$ cat config.mk
export PLATFORM = sky130hd
export DESIGN_NAME = rom_port_arbiter
export DESIGN_NICKNAME = d
export VERILOG_FILES = /design/src/rtl/rom_arb_pkg.sv /design/src/rtl/rr_arb2.sv /design/src/rtl/rom_port_arbiter.sv
export SDC_FILE = /design/constraint.sdc
export NUM_CORES = 1
export LEC_CHECK = 0
export ABC_AREA = 1
export CORE_MARGIN = 1
export CORE_UTILIZATION = 35
export CTS_CLUSTER_SIZE = 16
export DETAILED_ROUTE_END_ITERATION = 8
export DONT_BUFFER_PORTS = 1
export PLACE_DENSITY_LB_ADDON = 0.2
export SYNTH_ARGS = -nofsm -noshare
export SYNTH_HDL_FRONTEND = slang
export SYNTH_SLANG_ARGS = --single-unit
export TNS_END_PERCENT = 20
$ cat constraint.sdc
create_clock -name clk -period 1.62 [get_ports clk]
set_input_delay 0.081 -clock clk [delete_from_list [all_inputs] [get_ports clk]]
set_output_delay 0.081 -clock clk [all_outputs]
set_load 0.05 [all_outputs]
$ cat src/rtl/rom_arb_pkg.sv
// Shared types and constants for the program-ROM port arbiter.
package rom_arb_pkg;

    typedef enum logic [1:0] {
        IDLE = 2'd0,
        WAIT = 2'd1,
        RESP = 2'd2
    } state_e;

    // Encoding matches the bit index of each port in the arbiter request/grant vectors.
    typedef enum logic {
        PORT_I = 1'b0,
        PORT_D = 1'b1
    } port_e;

    // Bytes returned per response on each port.
    localparam int unsigned BytesI = 3;
    localparam int unsigned BytesD = 2;

endpackage

$ cat src/rtl/rr_arb2.sv
// Two-way round-robin arbiter: bit 0 is the fetch port, bit 1 the data port.
// Owns the record of which port was granted last.
module rr_arb2
    import rom_arb_pkg::*;
(
    input  logic       clk,
    input  logic       reset_n,
    input  logic [1:0] req,
    input  logic       advance,
    output logic [1:0] gnt
);

    port_e last_q, last_d;

    // Pick a winner; on a tie the port not granted last wins.
    always_comb begin
        gnt    = 2'b00;
        last_d = last_q;
        case (req)
            2'b01:   gnt = 2'b01;
            2'b10:   gnt = 2'b10;
            2'b11:   gnt = (last_q == PORT_D) ? 2'b01 : 2'b10;
            default: gnt = 2'b00;
        endcase
        if (advance && (gnt != 2'b00)) begin
            last_d = gnt[1] ? PORT_D : PORT_I;
        end
    end

    // Remember the last granted port; reset favours the fetch port on the first tie.
    always_ff @(posedge clk) begin
        if (!reset_n) begin
            last_q <= PORT_D;
        end else begin
            last_q <= last_d;
        end
    end

endmodule

$ cat src/rtl/rom_port_arbiter.sv
// Shares the single ROM read port between instruction fetch and data read.
// One transaction outstanding at a time: grant, ROM access, response strobe.
module rom_port_arbiter
    import rom_arb_pkg::*;
#(
    parameter int unsigned SIZE    = 2048,
    parameter logic [15:0] ROMBASE = 16'h4000
) (
    input  logic        clk,
    input  logic        reset_n,
    input  logic        i_req,
    input  logic [15:0] i_addr,
    output logic        i_gnt,
    output logic        i_rvalid,
    output logic [23:0] i_rdata,
    output logic        i_err,
    input  logic        d_req,
    input  logic [15:0] d_addr,
    output logic        d_gnt,
    output logic        d_rvalid,
    output logic [15:0] d_rdata,
    output logic        d_err,
    output logic        rom_en,
    output logic [15:0] rom_addr,
    input  logic [23:0] rom_data
);

    // Last byte address of the window, in 17 bits so nothing wraps.
    localparam logic [16:0] WinFirst = {1'b0, ROMBASE};
    localparam logic [16:0] WinLast  = {1'b0, ROMBASE} + 17'(SIZE - 1);

    state_e      state_q, state_d;
    port_e       port_q, port_d;
    logic        inr_q, inr_d;
    logic [23:0] i_rdata_q;
    logic        i_err_q;
    logic [15:0] d_rdata_q;
    logic        d_err_q;

    logic [1:0]  arb_gnt;
    logic        advance;
    logic        i_in, d_in;
    logic [16:0] i_end, d_end;
    port_e       win_port;
    logic        win_in;
    logic [15:0] win_addr;

    rr_arb2 u_rr_arb2 (
        .clk     (clk),
        .reset_n (reset_n),
        .req     ({d_req, i_req}),
        .advance (advance),
        .gnt     (arb_gnt)
    );

    // Window check for each port's full access span.
    always_comb begin
        i_end = {1'b0, i_addr} + 17'(BytesI - 1);
        d_end = {1'b0, d_addr} + 17'(BytesD - 1);
        i_in  = ({1'b0, i_addr} >= WinFirst) && (i_end <= WinLast);
        d_in  = ({1'b0, d_addr} >= WinFirst) && (d_end <= WinLast);
    end

    // Grant, ROM access and FSM next state.
    always_comb begin
        state_d  = state_q;
        port_d   = port_q;
        inr_d    = inr_q;
        advance  = 1'b0;
        win_port = arb_gnt[1] ? PORT_D : PORT_I;
        win_in   = arb_gnt[1] ? d_in : i_in;
        win_addr = arb_gnt[1] ? d_addr : i_addr;
        unique case (state_q)
            IDLE, RESP: begin
                // Gated by reset_n so nothing is granted while reset is held.
                advance = reset_n && (arb_gnt != 2'b00);
                if (advance) begin
                    state_d = WAIT;
                    port_d  = win_port;
                    inr_d   = win_in;
                end else begin
                    state_d = IDLE;
                end
            end
            WAIT: begin
                state_d = RESP;
            end
            default: begin
                state_d = IDLE;
            end
        endcase
        i_gnt    = advance && arb_gnt[0];
        d_gnt    = advance && arb_gnt[1];
        rom_en   = advance && win_in;
        rom_addr = rom_en ? win_addr : 16'h0000;
    end

    // Response strobes for the port that owns the current transaction.
    always_comb begin
        i_rvalid = reset_n && (state_q == RESP) && (port_q == PORT_I);
        d_rvalid = reset_n && (state_q == RESP) && (port_q == PORT_D);
        i_rdata  = i_rdata_q;
        i_err    = i_err_q;
        d_rdata  = d_rdata_q;
        d_err    = d_err_q;
    end

    // FSM and transaction bookkeeping registers.
    always_ff @(posedge clk) begin
        if (!reset_n) begin
            state_q <= IDLE;
            port_q  <= PORT_I;
            inr_q   <= 1'b0;
        end else begin
            state_q <= state_d;
            port_q  <= port_d;
            inr_q   <= inr_d;
        end
    end

    // Capture ROM data (or zero on a window miss) into the winner's result registers.
    always_ff @(posedge clk) begin
        if (!reset_n) begin
            i_rdata_q <= 24'h0;
            i_err_q   <= 1'b0;
            d_rdata_q <= 16'h0;
            d_err_q   <= 1'b0;
        end else if (state_q == WAIT) begin
            if (port_q == PORT_I) begin
                i_rdata_q <= inr_q ? rom_data : 24'h0;
                i_err_q   <= !inr_q;
            end else begin
                d_rdata_q <= inr_q ? rom_data[15:0] : 16'h0;
                d_err_q   <= !inr_q;
            end
        end
    end

endmodule

Word level (Yosys, flattened, before mapping)

Index checks and enable logic that the tools add are counted.
W data, S select, Z words.

Register bits after elaboration: 47

Add/subtract/negate cells: 2
Order comparisons: 4
Eq/ne operators: 5
Mux-type cells: 11
Bitwise gates (word level): 1
Reductions and logical operators: 17

Operator list:

| operator                | count |
|---|---|
| $mux W16                | 3 |
| $le A17 B15 Y1 const B  | 2 |
| $ge A16 B15 Y1 const B  | 2 |
| $mux W24                | 1 |
| $add A16 B1 Y17 const B | 1 |
| $add A16 B2 Y17 const B | 1 |
| $logic_and A1 B1 Y1     | 10 |
| $eq A2 B2 Y1 const B    | 3 |
| $pmux W2 S3             | 1 |
| $reduce_and A2 Y1       | 3 |
| $eq A2 B1 Y1 const B    | 2 |
| $mux W1                 | 4 |
| $pmux W2 S2             | 1 |
| $logic_not A2 Y1        | 1 |
| $mux W2                 | 1 |
| $reduce_bool A2 Y1      | 1 |
| $reduce_or A2 Y1        | 1 |
| $logic_not A1 Y1        | 1 |
| $not A1 Y1              | 1 |

Logic depth before layout (Yosys ltp)

Gate-level depths: netlist of the first run.

Depth after elaboration: 7
Mapped depth: 15
Depth with buffers taken out: 14

Hierarchy

Synthesis of the first run repeated with hierarchy kept, for this count alone.

Cell total of the unflattened synthesis: 453
Area total of the unflattened synthesis: 2841.5 µm²

Modules (own cells, without submodules):

| module           | times used | cells each | area an instance (µm²) | seq. area each (µm²) |
|---|---|---|---|---|
| rom_port_arbiter | 1          | 444        | 2780.2                 | 920.9 |
| rr_arb2          | 1          | 9          | 61.3                   | 20.0 |

Least setup slack after synthesis of the first run

No wires, ideal clock.

Kind: input to output
From: in i_addr[1]
To: out rom_addr[5]
Arrival time: 1946 ps
Required time: 1539 ps
Slack: -407 ps
Cell stages on the path: 12
Path buffers: 0
Cells stage by stage: inv_1 -> ha_1 -> or2_2 -> nand3_1 -> nor2_1 -> nand2_1 -> nand4_1 -> nand2_1 -> nand2_1 -> nand2_2 -> nand2_4 -> a21oi_1

Word-level cells in the longest chain between the ends: 6

RTL lines:

| item                    | line                   | source |
|---|---|---|
| from (decl)             | rom_port_arbiter.sv:12 | `input logic [15:0] i_addr,` |
| $add A16 B2 Y17         | rom_port_arbiter.sv:58 | `i_end = {1'b0, i_addr} + 17'(BytesI - 1);` |
| $le A17 B15 Y1          | rom_port_arbiter.sv:60 | `i_in = ({1'b0, i_addr} >= WinFirst) && (i_end <= WinLast);` |
| $logic_and A1 B1 Y1 (*) | rom_port_arbiter.sv:60 |  |
| $mux W1 (*)             | rom_port_arbiter.sv:71 | `win_in = arb_gnt[1] ? d_in : i_in;` |
| $logic_and A1 B1 Y1 (*) | rom_port_arbiter.sv:94 | `rom_en = advance && win_in;` |
| $mux W16 (*)            | rom_port_arbiter.sv:95 | `rom_addr = rom_en ? win_addr : 16'h0000;` |
| to (decl)               | rom_port_arbiter.sv:24 | `output logic [15:0] rom_addr,` |

Every way passes the cells marked *; elsewhere a longest branch is shown, timed or not.

Worst setup path after layout of the first run

From: reg u_rr_arb2.last_q
To: out rom_addr[6]

Word-level cells in the longest chain between the ends: 7

RTL lines:

| item                   | line                   | source |
|---|---|---|
| from (decl)            | rr_arb2.sv:13          | `port_e last_q, last_d;` |
| from (signal assigned) | rr_arb2.sv:35          | `last_q <= last_d;` |
| $mux W2 (*)            | rr_arb2.sv:22          | `2'b11: gnt = (last_q == PORT_D) ? 2'b01 : 2'b10;` |
| $pmux W2 S3 (*)        | rr_arb2.sv:19          | `case (req)` |
| $reduce_bool A2 Y1     | rom_port_arbiter.sv:76 | `advance = reset_n && (arb_gnt != 2'b00);` |
| $logic_and A1 B1 Y1    | rom_port_arbiter.sv:76 |  |
| $mux W1                | rom_port_arbiter.sv:73 | `unique case (state_q)` |
| $logic_and A1 B1 Y1    | rom_port_arbiter.sv:94 |  |
| $mux W16 (*)           | rom_port_arbiter.sv:95 |  |

Marks and branches as above.

==> results of run 1 <==
## final cells by class
class                           instances  share of cell area
Sequential cell                        47               0.234
Multi-Input combinational cell        331               0.452
Clock inverter                          2             0.00933
Tap cell                              102              0.0317
Clock buffer                            5              0.0171
Inverter                               41              0.0401
Timing Repair inverter                  1             0.00187
Timing Repair Buffer                   86               0.214
## sequential cells by signal, indices dropped and copies added (netlist names)
signal,flops
port_q,1
i_rdata,24
u_rr_arb2.last_q,1
d_rdata,16
d_err,1
inr_q,1
state_q,2
i_err,1
## synthesized netlist by cell type, types with 2 or more instances
cell type / number / area share
nor2_4: 14 / 0.055
nor2_2: 7 / 0.015
nand3_1: 21 / 0.037
nand2_2: 10 / 0.022
clkbuf_1: 13 / 0.017
nor2_1: 63 / 0.083
o21a_1: 16 / 0.042
a21oi_1: 44 / 0.077
dfxtp_1: 47 / 0.33
nor3_1: 4 / 0.0070
o21ai_0: 15 / 0.026
nand2_1: 109 / 0.14
ha_1: 4 / 0.018
nand4_1: 6 / 0.013
or2_2: 3 / 0.0066
inv_1: 34 / 0.045
xor2_1: 2 / 0.0062
inv_2: 6 / 0.0079
## placed cells by master (no fill, tap or decap), drive strengths merged, types with 2 or more instances in the layout
| master | instances |
|---|---|
| inv | 38 |
| clkbuf | 5 |
| buf | 77 |
| dfxtp | 47 |
| xor2 | 2 |
| or2 | 3 |
| a21oi | 46 |
| clkinv | 2 |
| o21a | 16 |
| clkinvlp | 3 |
| nor2 | 84 |
| ha | 4 |
| nand4 | 6 |
| nand2 | 122 |
| nor3 | 4 |
| dlygate4sd3 | 9 |
| o21ai | 17 |
| nand3 | 22 |
## through the flow
stage | worst slack, ps | util | TNS, ps | instance area [sq um] | instances
after global routing | -358 | 0.515 | -5390 | 4020 | 615
after floorplan | -114 | - | -1220 | 2870 | 433
after detailed placement | -240 | 0.470 | -3310 | 3670 | 593
final | -246 | 0.515 | -3400 | 4020 | 615
after CTS | -269 | 0.511 | -3720 | 3990 | 614
after global placement | -221 | 0.470 | -3010 | 3670 | 593
## repair_timing
action | in CTS | in global routing
hold buffers | 9 | 0
endpoints found under the hold margin | 11 | 0
endpoints found under the setup margin | 16 | 17
pin swaps | 5 | 4
resized for setup | 20 | 9
buffers inserted | 2 | 1
cloned | 3 | 0
## metal layers
layer | wire, um | global-route usage | up-vias
met5 | 0 | 0 | -
met4 | 90 | 0.0443 | 0
met3 | 752 | 0.0638 | 10
met2 | 3840 | 0.338 | 105
met1 | 3450 | 0.230 | 1356
li1 | - | - | 1543
## cell families (layout without fill, tap and decap cells)
family,Yosys count,after routing,share of synthesized area
buf+inv,57,135,0.0823
compound gates,83,83,0.170
xor+xnor,2,2,0.00616
fa+ha+maj,4,4,0.0176
flops,47,47,0.331
other cells,1,1,0.00132
simple gates,239,241,0.391
## worst min path at each step
| stage | slack [ps] | endpoint | cells past startpoint | from |
|---|---|---|---|---|
| floorplan | 180 | u_rr_arb2.last_q$_SDFFE_PN1P_ | 1 | reset_n |
| global placement | 190 | u_rr_arb2.last_q$_SDFFE_PN1P_ | 1 | reset_n |
| detailed placement | 190 | u_rr_arb2.last_q$_SDFFE_PN1P_ | 1 | reset_n |
| CTS | 40 | i_rdata[2]$_SDFFE_PN0P_ | 3 | rom_data[2] |
| global route | 50 | i_rdata[3]$_SDFFE_PN0P_ | 3 | rom_data[3] |
| finish | 50 | i_rdata[4]$_SDFFE_PN0P_ | 3 | rom_data[4] |
## worst max-delay path, cell delays in order, from the launching register on
cell	delay [ps]
dfxtp_2	330
inv_2	50
o21ai_4	210
nand3_2	110
a21oi_2	140
nand2_2	100
nand2_8	130
nand2_8	100
a21oi_4	170
buf_12	150
## power by group through the flow
stage / sequential [mW] / clock (mW) / combinational (mW)
detailed placement: 1.25 / 0 / 0.642
global placement: 1.25 / 0 / 0.638
global route: 1.23 / 0.899 / 0.763
finish: 1.23 / 0.822 / 0.708
CTS: 1.23 / 0.846 / 0.702
floorplan: 1.39 / 0 / 0.329
==> out/results.ini, run 1 <==
[logic_synthesis]
syn_area_sq_mm = 0.00284
synth_cells = 433
syn_nets = 497
syn-mean-instance-area_sq_um = 6.57
synth_seq_area_share = 0.331
ys_warn_count = 0
synth-async-reset-ratio = 0
ys_seq_elements = 47
ys.flop_type = dfxtp_1
synth_cell_types = 33
synth_edf_count = 0

[pwr]
pwr-share-seq = 0.445
total_power_mw = 2.76
switching_power_mw = 0.866
clkPwrFrac = 0.298
power_density_mw_per_mm2 = 685
p_sw_frac = 0.314
p_leak_nw = 1.66
combPwrFrac = 0.257
ir_drop_v = 0.000480
p_int_mw = 1.89

[timing]
period_share = 1.15
slew_headroom = 0.647
hold_violations = 0
finalCriticalPeriod_ps = 1870
rsz0062_at_grt = true
tightest_slew_ps = 528
hold_slack_ps = 49.2
fin_ws_ps = -246
maxSlewViolCount = 0
finClkSkew_ps = 7.96
setup_viol = 17
clock.fmax_mhz = 536

[setup_path]
worst_ep_arrival_time_ps = 1780
critPathKind = register to primary output
path_max_fanout = 5
r2r_slack_ps = -40
worstReg2RegEnd = inr_q$_SDFFE_PN0P_
reg2regPathDepth = 10
cp-end-kind = primary output
critPathLaunchType = register
endpoint = rom_addr[6]
critical_path.startpoint = u_rr_arb2.last_q$_SDFFE_PN1P_
worstPathRequired_ps = 1540
rr_startpoint = u_rr_arb2.last_q$_SDFFE_PN1P_

[finish]
areaGrowthSynthToFinish_pct = 41.5
multiInputGateArea_sq_mm = 0.00182
layout-drive-gt1-share = 0.287
diodes = 0
seq_area_sq_um = 942
fill_cells = 762
fin_nets = 577

[clock_network]
clkSlewWorstSetupHoldPaths_ps = 90
cts-root-buf = clkbuf_8
clock_latency_ps = 290
cts_made_buffers = 5
cts_buffer_depth = 2
cts-htree-levels = 2
cts_tree = yes
clock-sinks = 47

[route]
viasPerCell = 4.90
drtIter0Drc = 74
vias = 3014
firstDrtPassIters = 4
wl_per_cell_um = 13.2
drc = 0
routed_wirelength_um = 8130
detail-route-antenna-nets = 0

[die]
ioPinCount = 123
core.rowCount = 32
fp.coreArea_sq_mm = 0.00781
die_h_um = 92.1
start_util = 0.364
die_x_um = 92.1
die_area_sq_mm = 0.00849

[run]
cap_viol_max_count = 0

[run_status]
violations = negative setup slack
status = complete, but fails checks

[global_routing]
grt_max_degree = 44
antenna_found_initial = 0
grt_pass1_wl_um = 13400
grt_overflow = 0
grt_pass1_vias = 2873
track_usage = 0.194

[placement]
finalWeightedCongestion = 0.906
io_buffers = 0
dpl.hpwl_um = 5980

[hold_path]
worstHoldPathType = input port to register

Power figures use the tool's default switching activity.
==> run 2, diff against run 1 <==
CORE_UTILIZATION = 56   (was 35)
GPL_TIMING_DRIVEN = 0   (was default)
clock period = 1.5 ns   (was 1.62 ns; I/O delays follow)
==> run 2 against run 1 <==
- combinational power decreased by 29%
- cell count is 14% lower
- register-to-register slack worse by 140 ps
- critical endpoint unchanged
- setup slack got worse by 230 ps
- global-route usage increased by 7.8 points
- die area decreased by 37%
- non-clock buffer count fell by 51
- first-iteration DRC count is 61% higher
- count of clock-buffer cells in the layout grew 2
- core utilization grew 18 points
- the run still ends with negative setup slack left
- clock skew increased by 0.96 ps
==> out/results.ini, run 2 (synthesis results as in run 1) <==
[setup_path]
worst_ep_arrival_time_ps = 1900  ; +120 ps
endpoint = rom_addr[6]
worstReg2RegEnd = u_rr_arb2.last_q$_SDFFE_PN1P_
reg2regPathDepth = 5  ; -5
critPathLaunchType = register
worstPathRequired_ps = 1420  ; -120 ps
critical_path.startpoint = u_rr_arb2.last_q$_SDFFE_PN1P_
r2r_slack_ps = -180  ; -140 ps
path_max_fanout = 7  ; +2
rr_startpoint = state_q[0]$_SDFF_PN0_
cp-end-kind = primary output
critPathKind = register to primary output
crit_chain = inv_2 > o21ai_4 > nand3_2 > a21oi_2 > nand2_2 > nand2_4 > nand2_8 > buf_6 > a21oi_4
slowest_stage = dfxtp_2
cpPeakStageDelay_ps = 330  ; about the same

[finish]
multiInputGateArea_sq_mm = 0.00179  ; -1.3%
largest_reg_flops = 24  ; unchanged
postLayoutCoreUtil = 0.699  ; +0.184
mostFrequentLayoutCell = nand2_1
seq_area_sq_um = 942  ; unchanged
areaGrowthSynthToFinish_pct = 18.5
fill_cells = 442  ; -42%
layout-drive-gt1-share = 0.191  ; -0.0952
fin_nets = 523  ; -9.4%
final_cell_mix = 108 x nand2_1, 58 x nor2_1, 46 x dfxtp_1
diodes = 0  ; unchanged

[die]
ioPinCount = 123  ; unchanged
start_util = 0.590  ; +0.226
die_x_um = 73.3  ; -20%
die_area_sq_mm = 0.00537  ; -37%
die_h_um = 73.3  ; -20%
fp.coreArea_sq_mm = 0.00482  ; -38%
core.rowCount = 25  ; -22%

[global_routing]
antenna_found_initial = 0  ; unchanged
track_usage = 0.273  ; +0.0783
grt_pass1_wl_um = 11400  ; -15%
grt_overflow = 0  ; unchanged
grt_pass1_vias = 2574  ; -10%
grt_max_degree = 14  ; -68%

[clock_network]
cts_made_buffers = 5  ; unchanged
clock_latency_ps = 300  ; about the same
cts-htree-levels = 2  ; unchanged
clkSlewWorstSetupHoldPaths_ps = 80  ; about the same
cts_tree = yes
clock-sinks = 47  ; unchanged
cts_buffer_depth = 2  ; unchanged
cts-root-buf = clkbuf_8

[pwr]
power_density_mw_per_mm2 = 804  ; +17%
total_power_mw = 2.71  ; -1.7%
p_leak_nw = 1.33  ; -20%
ir_drop_v = 0.000683  ; +42%

[placement]
dpl.hpwl_um = 5550  ; -7.2%
io_buffers = 0  ; unchanged
finalWeightedCongestion = 0.918  ; +1.3%
post-place-ws_ps = -453  ; -213 ps

[timing]
hold_violations = 0  ; unchanged
finClkSkew_ps = 8.92  ; +0.956 ps
hold_slack_ps = 5.95  ; -43.3 ps
finalCriticalPeriod_ps = 1970
fin_ws_ps = -472  ; -227 ps
tightest_slew_ps = 948  ; +420 ps
setup_viol = 22  ; +5
period_share = 1.31
slew_headroom = 0.366  ; -0.282
rsz0062_at_grt = true
clock.fmax_mhz = 507
maxSlewViolCount = 0  ; unchanged

[hold_path]
worstHoldPathType = input port to register

[run_status]
violations = negative setup slack
status = complete, but fails checks

[run]
cap_viol_max_count = 0  ; unchanged

[route]
viasPerCell = 5.44  ; +11%
routed_wirelength_um = 7450  ; -8.4%
vias = 2868  ; -4.8%
drc = 0  ; unchanged
drtIter0Drc = 119  ; +61%
wl_per_cell_um = 14.1  ; +6.9%
firstDrtPassIters = 4  ; unchanged
detail-route-antenna-nets = 0  ; unchanged

==> run 2: critical path, delay by kind of cell (launching register included) <==
kind | cells | cell delay (ps)
compound gates | 3 | 690
buf+inv | 2 | 190
flops | 1 | 330
simple gates | 4 | 380
==> run 2: how the worst min path moves through the flow <==
stage                       start                            end  slack, ps  depth (start not counted)
after floorplan           reset_n  u_rr_arb2.last_q$_SDFFE_PN1P_        180                          1
after global placement    reset_n  u_rr_arb2.last_q$_SDFFE_PN1P_        180                          1
after detailed placement  reset_n  u_rr_arb2.last_q$_SDFFE_PN1P_        180                          1
after CTS                   d_req          state_q[0]$_SDFF_PN0_          1                          2
after global routing        d_req          state_q[0]$_SDFF_PN0_         10                          2
final                       d_req          state_q[0]$_SDFF_PN0_          6                          2
==> run 2: layout make-up <==
cell class | instances | share of cell area
flip-flops and latches | 47 | 0.280
inverters | 41 | 0.0531
clock buffers | 7 | 0.0227
plain buffers | 16 | 0.0264
clock inverters | 1 | 0.00149
multi-input cells | 329 | 0.532
well taps | 67 | 0.0249
repair buffers | 19 | 0.0594
==> run 2: stage by stage <==
stage | cell area (sq um) | cells | TNS, ps
3_3_place_gp | 2960 | 500 | -7530
3_5_place_dp | 2960 | 500 | -8410
4_1_cts | 3300 | 525 | -8720
5_1_grt | 3370 | 527 | -9440
2_1_floorplan | 2880 | 433 | -1560
6_report | 3370 | 527 | -8020
==> run 2: where the power goes <==
group | leakage (nW) | internal [mW] | switching [mW] | total (mW)
Clock | 0.0422 | 0.327 | 0.401 | 0.728
Combinational | 0.907 | 0.174 | 0.329 | 0.503
Sequential | 0.382 | 1.30 | 0.181 | 1.48
==> run 2: layer usage <==
metal | global-route usage | vias to the layer above | routed length [um]
li1 | - | 1433 | -
met1 | 0.354 | 1307 | 3280
met5 | 0 | - | 0
met2 | 0.440 | 112 | 3540
met3 | 0.0645 | 16 | 495
met4 | 0.0980 | 0 | 131
==> run 2: repair_timing <==
action,CTS,global route
gates cloned,1,0
pin swaps,8,10
resized for setup,23,23
setup endpoints to repair,42,60
buffers inserted,7,2
hold endpoints to repair,11,0
hold buffers,9,0
==> run 3, diff against run 2 <==
TNS_END_PERCENT = default   (was 20)
==> run 3 against run 2 <==
- the flow still finishes with violations (negative setup slack)
- fmax grew 0.28%
- via count grew 0.28%
- global-route usage grew 1.3 points
- sequential share of layout area shrank 0.73 points
- die area is the same
- routed wire length grew 2.5%
- critical path depth is the same
- largest cell class unchanged
- largest power group unchanged
==> out/results.ini, run 3 (synthesis results as in run 1) <==
[timing]
rsz0062_at_grt = true
hold_violations = 0  ; unchanged
maxSlewViolCount = 0  ; unchanged
hold_slack_ps = 1.38  ; -4.57 ps
tightest_slew_ps = 950  ; +1.64 ps
setup_viol = 21  ; -4.5%
slew_headroom = 0.365  ; -0.00110
fin_ws_ps = -467  ; +5.42 ps
period_share = 1.31  ; -0.00362
finalCriticalPeriod_ps = 1970  ; -5.42 ps
finClkSkew_ps = 8.15  ; -0.765 ps
clock.fmax_mhz = 508  ; +0.28%

[clock_network]
cts_buffer_depth = 2  ; unchanged
cts_made_buffers = 5  ; unchanged
clock-sinks = 47  ; unchanged
cts-htree-levels = 2  ; unchanged
cts_tree = yes
cts-root-buf = clkbuf_8
clock_latency_ps = 300  ; about the same
clkSlewWorstSetupHoldPaths_ps = 90  ; about the same

[setup_path]
critPathLaunchType = register
critPathKind = register to primary output
cp.depth = 9  ; unchanged
cpPeakStageDelay_ps = 340  ; about the same
cp-end-kind = primary output
crit_chain = inv_2 > o21ai_4 > nand3_2 > a21oi_2 > nand2_1 > nand2_4 > nand2_8 > buf_12 > a21oi_4
path_max_fanout = 6  ; -1
critical_path.top_delay_family = compound AO/OA/AOI/OAI gates
worst_ep_arrival_time_ps = 1890  ; about the same
crit_buf_inv = 2  ; unchanged
worstPathRequired_ps = 1420  ; about the same
reg2regPathDepth = 5  ; unchanged
slowest_stage = a21oi_4

[pwr]
pwr-share-seq = 0.522  ; -0.024
p_sw_frac = 0.330  ; -0.00641
switching_power_mw = 0.935  ; +2.7%
power_density_mw_per_mm2 = 820  ; +2.0%
p_leak_nw = 1.35  ; +1.7%
total_power_mw = 2.84  ; +4.7%
p_int_mw = 1.90  ; +5.7%
combPwrFrac = 0.182  ; -0.004
ir_drop_v = 0.000632  ; -7.4%
clkPwrFrac = 0.297  ; +0.028

[route]
drc = 0  ; unchanged
drtIter0Drc = 209  ; +76%
firstDrtPassIters = 5  ; +1
viasPerCell = 5.48  ; +0.66%
vias = 2876  ; +0.28%
wl_per_cell_um = 14.5  ; +2.9%
routed_wirelength_um = 7640  ; +2.5%
detail-route-antenna-nets = 0  ; unchanged

[finish]
final_cell_mix = 108 x nand2_1, 58 x nor2_1, 46 x dfxtp_1
largest_reg_flops = 24  ; unchanged
fin_nets = 521  ; -0.38%
layout-drive-gt1-share = 0.201  ; +0.00957
diodes = 0  ; unchanged
postLayoutCoreUtil = 0.718  ; +0.0187
stdcell_count = 525  ; -0.38%
areaGrowthSynthToFinish_pct = 21.7
mostFrequentLayoutCell = nand2_1
fill_cells = 425  ; -3.8%

[run]
cap_viol_max_count = 0  ; unchanged

[hold_path]
holdPathStages = 2  ; unchanged
worstHoldPathType = input port to register

[placement]
dp_cells = 500  ; unchanged
finalWeightedCongestion = 0.851  ; -7.3%
dpl.hpwl_um = 5400  ; -2.6%
post-place-ws_ps = -270  ; +183 ps
io_buffers = 0  ; unchanged

[die]
start_util = 0.590  ; unchanged
die_x_um = 73.3  ; unchanged
die_area_sq_mm = 0.00537  ; unchanged
core.rowCount = 25  ; unchanged
fp.coreArea_sq_mm = 0.00482  ; unchanged
ioPinCount = 123  ; unchanged
die_h_um = 73.3  ; unchanged

[global_routing]
grt_max_degree = 14  ; unchanged
grt_pass1_wl_um = 11700  ; +2.5%
track_usage = 0.286  ; +0.0130
grt_overflow = 0  ; unchanged
antenna_found_initial = 0  ; unchanged
grt_pass1_vias = 2513  ; -2.4%

[run_status]
status = complete, but fails checks
violations = negative setup slack

## run 3: cell count changes in the layout (fill, tap and decap cells not counted), sizes merged
cell and change:
clkinv -1, buf -2, clkbuf +1
## run 3: area by class of cell
type | instances | area, sq um | area share
flip-flops and latches | 47 | 942 | 0.272
clock buffers | 8 | 100 | 0.0289
well taps | 67 | 83.8 | 0.0242
repair buffers | 18 | 219 | 0.0633
plain buffers | 15 | 88.8 | 0.0257
multi-input cells | 329 | 1840 | 0.533
inverters | 41 | 181 | 0.0525
## run 3: final timing paths
| kind | startpoint | end | slack, ps |
|---|---|---|---|
| max | u_rr_arb2.last_q$_SDFFE_PN1P_ | rom_addr[5] | -470 |
| min reg2reg | state_q[0]$_SDFF_PN0_ | state_q[1]$_SDFF_PN0_ | 550 |
| min | d_req | state_q[0]$_SDFF_PN0_ | 1 |
| max reg2reg | state_q[0]$_SDFF_PN0_ | u_rr_arb2.last_q$_SDFFE_PN1P_ | -170 |
## run 3: layer usage
metal,up-vias,routed length [um],GRT usage
met4,0,197,0.113
met3,21,579,0.0700
li1,1430,-,-
met5,-,0,0
met2,112,3660,0.473
met1,1313,3200,0.355
## run 3: metrics by stage
step	instance area [sq um]	setup TNS (ps)
final	3460	-7250
after floorplan	2950	-1100
after detailed placement	3030	-5250
after CTS	3420	-7080
after global placement	3030	-4490
after global routing	3460	-9020
## run 3: power groups by stage
stage | combinational [mW] | clock, mW | sequential (mW)
after floorplan | 0.371 | 0 | 1.50
after global placement | 0.423 | 0 | 1.51
after detailed placement | 0.433 | 0 | 1.51
after CTS | 0.497 | 0.845 | 1.48
after global routing | 0.565 | 0.886 | 1.49
final | 0.516 | 0.841 | 1.48
## run 3: what timing repair did
action | 4_1_cts | 5_1_grt
endpoints found under the setup margin | 43 | 50
endpoints found under the hold margin | 11 | 0
hold buffers | 9 | 0
setup buffers | 8 | 1
gates resized for setup | 24 | 25
pin swaps | 8 | 9
cloned | 1 | 0
